**config.mk**
```make
export PLATFORM = sky130hd
export DESIGN_NAME = systolic_sequencer
export DESIGN_NICKNAME = d
export VERILOG_FILES = /design/src/rtl/systolic_pkg.sv /design/src/rtl/systolic_lane_decode.sv /design/src/rtl/systolic_sequencer.sv
export SDC_FILE = /design/constraint.sdc
export NUM_CORES = 1
export LEC_CHECK = 0
export ABC_AREA = 1
export BUFFER_PORTS_ARGS = -buffer_cell sky130_fd_sc_hd__buf_2
export CAP_MARGIN = 5
export CORE_ASPECT_RATIO = 1.2
export CORE_MARGIN = 3
export CORE_UTILIZATION = 31
export CTS_BUF_LIST = sky130_fd_sc_hd__clkbuf_8 sky130_fd_sc_hd__clkbuf_16
export DETAILED_ROUTE_END_ITERATION = 6
export GPL_ROUTABILITY_DRIVEN = 0
export GPL_TIMING_DRIVEN = 0
export PLACE_DENSITY = 0.55
export SYNTH_ARGS = -nofsm -noshare
export SYNTH_HDL_FRONTEND = slang
export SYNTH_SLANG_ARGS = --single-unit
```
**constraint.sdc**
```tcl
create_clock -name clk -period 1.95 [get_ports clk]
set_clock_uncertainty 0.15 [all_clocks]
set_input_delay 0 -clock clk [delete_from_list [all_inputs] [get_ports clk]]
set_output_delay 0 -clock clk [all_outputs]
set_load 0.03 [all_outputs]
```
**src/rtl/systolic_pkg.sv**
```systemverilog
// Shared definitions for the systolic array sequencer: FSM state encoding,
// default geometry and the width helper for the operand feed index.
package systolic_pkg;

   localparam int DEFAULT_DIM       = 3;
   localparam int DEFAULT_DRAIN_CYC = DEFAULT_DIM;

   // Drain counter is sized for the largest allowed drain length (16 cycles).
   localparam int DRAIN_CNT_W = 5;

   typedef enum logic [2:0] {
      IDLE,
      CLEAR,
      FEED,
      DRAIN,
      RESULT
   } state_e;

   // The feed index runs 0..2*dim-2, so this many bits always hold it.
   function automatic int feedWidth(input int dim);
      return $clog2(2 * dim);
   endfunction

endpackage

```
**src/rtl/systolic_lane_decode.sv**
```systemverilog
// Maps the operand feed index onto the per-lane valid window. Lane k is live
// for DIM consecutive feed steps starting at step k, which produces the
// diagonal skew the systolic grid needs. Kept separate so the operand feeder
// can reuse exactly the same window.
module systolic_lane_decode
   import systolic_pkg::*;
#(
   parameter int DIM = DEFAULT_DIM,
   parameter int CW  = feedWidth(DIM)
) (
   input  logic [CW-1:0]  feedCnt_i,
   input  logic           feedValid_i,
   output logic [DIM-1:0] laneEn_o
);

   // Lane k is active while feedCnt_i lies in the window [k, k+DIM-1].
   always_comb begin
      laneEn_o = '0;
      for (int k = 0; k < DIM; k++) begin
         if (feedValid_i && (int'(feedCnt_i) >= k) && (int'(feedCnt_i) <= k + DIM - 1)) begin
            laneEn_o[k] = 1'b1;
         end
      end
   end

endmodule

```
**src/rtl/systolic_sequencer.sv**
```systemverilog
// Control sequencer for a DIMxDIM output-stationary systolic matrix multiply.
// A run clears the accumulators, feeds skewed operands for 2*DIM-1 cycles,
// lets the pipeline drain, then holds the results until the consumer takes
// them. Every output is decoded from registered state only, so nothing on
// start/abort/res_ready reaches an output combinationally.
module systolic_sequencer
   import systolic_pkg::*;
#(
   parameter int DIM       = DEFAULT_DIM,
   parameter int DRAIN_CYC = DIM
) (
   input  logic                      clk,
   input  logic                      rst,
   input  logic                      start,
   input  logic                      abort,
   output logic                      busy,
   output logic                      acc_clr,
   output logic                      acc_en,
   output logic [feedWidth(DIM)-1:0] feed_cnt,
   output logic [DIM-1:0]            lane_en,
   output logic                      res_valid,
   input  logic                      res_ready
);

   localparam int CW = feedWidth(DIM);
   localparam logic [CW-1:0]          FEED_LAST  = CW'(2 * DIM - 2);
   localparam logic [DRAIN_CNT_W-1:0] DRAIN_LAST = DRAIN_CNT_W'(DRAIN_CYC - 1);

   state_e                   state_q, state_d;
   logic [CW-1:0]            feedCnt_q, feedCnt_d;
   logic [DRAIN_CNT_W-1:0]   drainCnt_q, drainCnt_d;
   logic                     inFeed;

   // State and counter registers, cleared asynchronously by reset.
   always_ff @(posedge clk or posedge rst) begin
      if (rst) begin
         state_q    <= IDLE;
         feedCnt_q  <= '0;
         drainCnt_q <= '0;
      end else begin
         state_q    <= state_d;
         feedCnt_q  <= feedCnt_d;
         drainCnt_q <= drainCnt_d;
      end
   end

   // Next-state logic; abort overrides every other transition, and start is
   // only honoured from IDLE or on the result handshake cycle.
   always_comb begin
      state_d    = state_q;
      feedCnt_d  = feedCnt_q;
      drainCnt_d = drainCnt_q;

      unique case (state_q)
         IDLE: begin
            if (start) begin
               state_d = CLEAR;
            end
         end
         CLEAR: begin
            state_d   = FEED;
            feedCnt_d = '0;
         end
         FEED: begin
            if (feedCnt_q == FEED_LAST) begin
               state_d    = DRAIN;
               feedCnt_d  = '0;
               drainCnt_d = '0;
            end else begin
               feedCnt_d = feedCnt_q + 1'b1;
            end
         end
         DRAIN: begin
            if (drainCnt_q == DRAIN_LAST) begin
               state_d    = RESULT;
               drainCnt_d = '0;
            end else begin
               drainCnt_d = drainCnt_q + 1'b1;
            end
         end
         RESULT: begin
            if (res_ready) begin
               state_d = start ? CLEAR : IDLE;
            end
         end
         default: begin
            state_d = IDLE;
         end
      endcase

      if (abort) begin
         state_d    = IDLE;
         feedCnt_d  = '0;
         drainCnt_d = '0;
      end
   end

   assign inFeed    = (state_q == FEED);
   assign busy      = (state_q != IDLE);
   assign acc_clr   = (state_q == CLEAR);
   assign acc_en    = inFeed || (state_q == DRAIN);
   assign feed_cnt  = inFeed ? feedCnt_q : '0;
   assign res_valid = (state_q == RESULT);

   systolic_lane_decode #(
      .DIM (DIM),
      .CW  (CW)
   ) u_laneDecode (
      .feedCnt_i   (feed_cnt),
      .feedValid_i (inFeed),
      .laneEn_o    (lane_en)
   );

endmodule

```
# Word level (Yosys, flattened, before mapping)
# Cells that the tools add are included.
[totals]
inputBits = 5
regBits = 11
elab_cells = 50
[op_classes]
muxes = 18
n_eq_ne = 10
addsub = 2
n_reduce_logical = 12
magnitude_cmp = 5
[op_table]
columns = ["cell", "count"]
rows = [
  ["$mux W3", 8],
  ["$mux W5", 3],
  ["$pmux W3 S5", 1],
  ["$pmux W5 S2", 1],
  ["$reduce_bool A3 Y1", 3],
  ["$eq A3 B2 Y1 const B", 2],
  ["$eq A3 B3 Y1 const B", 2],
  ["$le A3 B2 Y1 const B", 2],
  ["$ne A3 B2 Y1 const B", 2],
  ["$ne A3 B3 Y1 const B", 2],
  ["$pmux W3 S2", 1],
  ["$add A5 B1 Y5 const B", 1],
  ["$eq A5 B2 Y1 const B", 1],
  ["$logic_and A1 B1 Y1", 5],
  ["$mux W1", 4],
  ["$reduce_and A4 Y1", 1],
  ["$add A3 B1 Y3 const B", 1],
  ["$eq A3 B1 Y1 const B", 1],
  ["$ge A3 B1 Y1 const B", 1],
  ["$ge A3 B2 Y1 const B", 1],
  ["$le A3 B3 Y1 const B", 1],
  ["$logic_not A3 Y1", 1],
  ["$reduce_and A2 Y1", 1],
  ["$logic_or A1 B1 Y1", 1],
]

# Logic depth before layout (Yosys ltp)
[depth]
depth_word = 6
mapped_depth = 10

# By module
# A second synthesis with hierarchy kept.
[hier_totals]
hier_cells = 107
area_unflattened_um2 = 785.8
[modules_own_cells]
columns = ["mod", "instances", "seq_area_each_um2", "cells_per_inst", "area_per_inst_um2"]
rows = [
  ["systolic_sequencer", 1, 275.3, 97, 739.5],
  ["systolic_lane_decode", 1, 0.0, 10, 46.3],
]

# Least setup slack after synthesis
# OpenSTA, ideal clock, no wires.
[synth_timing]
kind = "register to output"
startpoint = "register state_q[2]"
endpoint = "output lane_en[0]"
path_buffers = 0
t_arrival_ns = 1.641
setup_slack_ns = 0.159
stages_incl_launch_ff = 4
cell_sequence = "dfrtp_1 nor2_4 nand2_4 a211oi_1"
[synth_via]
elab_chain_len = 5
[synth_rtl]
columns = ["item", "line", "source"]
rows = [
  ["start, declared", "systolic_sequencer.sv:29", "state_e state_q, state_d;"],
  ["start signal, assigned", "systolic_sequencer.sv:41", "state_q <= state_d;"],
  ["$eq A3 B2 Y1 (*)", "systolic_sequencer.sv:98", "assign inFeed = (state_q == FEED);"],
  ["$mux W3", "systolic_sequencer.sv:102", "assign feed_cnt = inFeed ? feedCnt_q : '0;"],
  ["$le A3 B2 Y1", "systolic_lane_decode.sv:20", "if (feedValid_i && (int'(feedCnt_i) >= k) && (int'(feedCnt_i) <= k + DIM - 1)) begin"],
  ["$logic_and A1 B1 Y1 (*)", "systolic_lane_decode.sv:20", ""],
  ["$mux W1 (*)", "systolic_lane_decode.sv:20", ""],
  ["end, declared", "systolic_sequencer.sv:20", "output logic [DIM-1:0] lane_en,"],
]
# Mark *: on every way between the ends. The rest lies on a longest branch, timed or not.

# Final worst setup path
[layout_timing]
startpoint = "register state_q[2]"
endpoint = "output lane_en[1]"
[layout_via]
elab_chain_len = 6
elab_cells_between_ends = 7
[layout_rtl]
columns = ["item", "line"]
rows = [
  ["$eq A3 B2 Y1 (*)", "systolic_sequencer.sv:98"],
  ["$mux W3", "systolic_sequencer.sv:102"],
  ["$ge A3 B1 Y1", "systolic_lane_decode.sv:20"],
  ["$logic_and A1 B1 Y1", "systolic_lane_decode.sv:20"],
  ["$logic_and A1 B1 Y1 (*)", "systolic_lane_decode.sv:20"],
  ["$mux W1 (*)", "systolic_lane_decode.sv:20"],
]
# Marks and branches as above.

==> flow_summary.toml <==
[timing]
slew_headroom_pct = 70.4
postLayoutSetupSlackWorst_ns = 0.294
slew_violations = 0
rsz0062_at_grt = "no"
worstMarginPinSlew_ns = 0.443
min_period_over_period_pct = 84.9
period_needed_ns = 1.66
finalHoldViolations = 0
setup_violations = 0
tns_ns = 0
fmax_mhz = 604

[clocking]
cts_buffers = 3
cts_tree = "built"
h-tree-depth = 1
clock_latency_ns = 0.24
cts.sinks = 11
root_buffer = "clkbuf_8"
path_clk_slew_ns = 0.05
postCtsHoldBufs = 3
cts_setup_buffers = 0
post_cts_resized = 0
cts_max_path_buffers = 2

[cells_and_area]
post-route-cell-area_um2 = 966
fillCellCount = 240
fin_util_pct = 41.0
mostFrequentLayoutCell = "nand2_1"
diodes = 0
drive_gt1_share_pct = 24.6
synthToLayoutAreaGrowth_pct = 23.5
final_cell_mix = "nand2_1 (22), inv_1 (17), buf_2 (15)"
layout.nets = 136
finalNonFillerCells = 157

[power_and_ir_drop]
p_leak_nw = 0.524
power_density_nw_per_um2 = 1100
irDropWorstVdd_mv = 0.594

[global_route]
grt_pass1_wl_mm = 2.97
grt_max_degree = 12
track_usage_pct = 12.5
antenna_found_initial = 0
overflow = 0
grt_pass1_vias = 703

[run_status]
status = "completed"

[logic_synthesis]
synth_area_um2 = 782
synth_xor_area_share_pct = 2.24
seq_area_frac_synth_pct = 35.2
synth-compound-area-share_pct = 10.2
synthCells = 105
yosysUniqueCellTypes = 20
synth_top_family_by_area = "simple AND/OR/NAND/NOR gates"
synth-seq-cells = 11
yosys.area_share.simple_pct = 35.7
synth.net_count = 114
muxShareOfSynthArea_pct = 0
synth.avg_cell_area_um2 = 7.45
synth_adder_area_share_pct = 6.40
ys_warn_count = 0

[route]
viasPerCell = 4.70
firstDrtPassIters = 3
post_drt_wl_per_cell_um = 10.3
vias = 738
ant_nets = 0
wl_mm = 1.62
drc = 0
drtIter0Drc = 17

[floorplanning]
rows = 19
die_y_um = 61.0
io_pins = 15
die_area_um2 = 3160
start_util_pct = 33.2
core_area_um2 = 2350
die_w_um = 51.9

[setup_path]
crit_path_end_kind = "output port"
path_class = "reg2out"
critPathMaxFanout = 6
critPathLaunchType = "register"
critPathArrivalTime_ns = 1.51
crit_required_ns = 1.80

[placed_design]
placed_area_um2 = 891
place_inst = 150
pre_cts_slack_ns = 0.513
io_buffers = 14
place_hpwl_mm = 1.27

[worst_hold_path]
min_path_type = "in2reg"

[job]
maxCapViolations = 0
==> kinds of logic after synthesis <==
kind of cell,count (synthesis)
compound gates,13
xor+xnor,2
fa+ha+maj,4
buf+inv,21
flops,11
simple gates,54
==> metrics by stage <==
stage	hold WS, ns	total power, mW
2_1_floorplan	-0.298	0.715
3_3_place_gp	-0.131	0.829
3_5_place_dp	-0.119	0.838
4_1_cts	0.0434	1.08
5_1_grt	0.106	1.15
6_report	0.0341	1.06
==> sequential cells by signal, indices dropped and copies added, names as in the netlist <==
register	cells
drainCnt_q	5
feedCnt_q	3
state_q	3
==> power by group <==
part	internal (mW)	leakage, nW	switching (mW)
clock	0.139	0.0269	0.0901
sequential	0.269	0.150	0.0486
combinational	0.144	0.347	0.371
total	0.552	0.524	0.510
==> synthesized netlist by cell type <==
| cell | number | share of area (%) |
|---|---|---|
| a211oi_1 | 1 | 0.96 |
| a21oi_1 | 1 | 0.64 |
| buf_2 | 1 | 0.64 |
| dfrtp_1 | 11 | 35 |
| ha_1 | 4 | 6.4 |
| inv_1 | 16 | 7.7 |
| inv_2 | 4 | 1.9 |
| nand2_1 | 22 | 11 |
| nand2_4 | 1 | 1.4 |
| nand3_1 | 10 | 6.4 |
| nand3_4 | 1 | 2.2 |
| nand4_1 | 7 | 5.6 |
| nor2_1 | 9 | 4.3 |
| nor2_2 | 1 | 0.80 |
| nor2_4 | 3 | 4.3 |
| o21ai_0 | 7 | 4.5 |
| o21ai_2 | 3 | 3.4 |
| o22ai_1 | 1 | 0.80 |
| xnor2_1 | 1 | 1.1 |
| xor2_1 | 1 | 1.1 |
==> routing by layer <==
metal | track usage (%) | up-vias | share of wire, %
li1 | - | 381 | -
met2 | 20.5 | 12 | 48
met5 | 0 | - | 0
met4 | 5.62 | 0 | 1.4
met3 | 2.91 | 2 | 3.5
met1 | 15.7 | 343 | 47
==> final timing paths <==
path,slack [ns],cells after the start,to,start
worst min register to register,0.41,2,drainCnt_q[1],drainCnt_q[1]
max in group asynchronous,1.19,3,state_q[0],rst
worst max-delay path,0.29,6,lane_en[1],state_q[2]
min in group asynchronous,0.15,3,drainCnt_q[1],rst
worst max register to register,0.53,7,drainCnt_q[0],feedCnt_q[0]
worst min-delay path,0.03,5,state_q[0],start
==> layout make-up <==
class                           count  area [um^2]  share of cell area [%]
Timing Repair Buffer               17          100                    10.4
Tap cell                           31         38.8                    4.02
Sequential cell                    11          275                    28.5
Clock buffer                        3         41.3                    4.27
Buffer                              1         5.00                   0.518
Inverter                           20         75.1                    7.77
Clock inverter                      1         3.75                   0.389
Multi-Input combinational cell     73          427                    44.2
==> worst max-delay path, cell delays in order, from the launching register on <==
cell     delay (ns)
dfrtp_1        0.46
nor2_4         0.24
nand2_4        0.12
nor2_4         0.11
nor2_1         0.06
nor2_1         0.08
buf_2          0.20
Note: power is estimated with default switching activity, not from simulation.
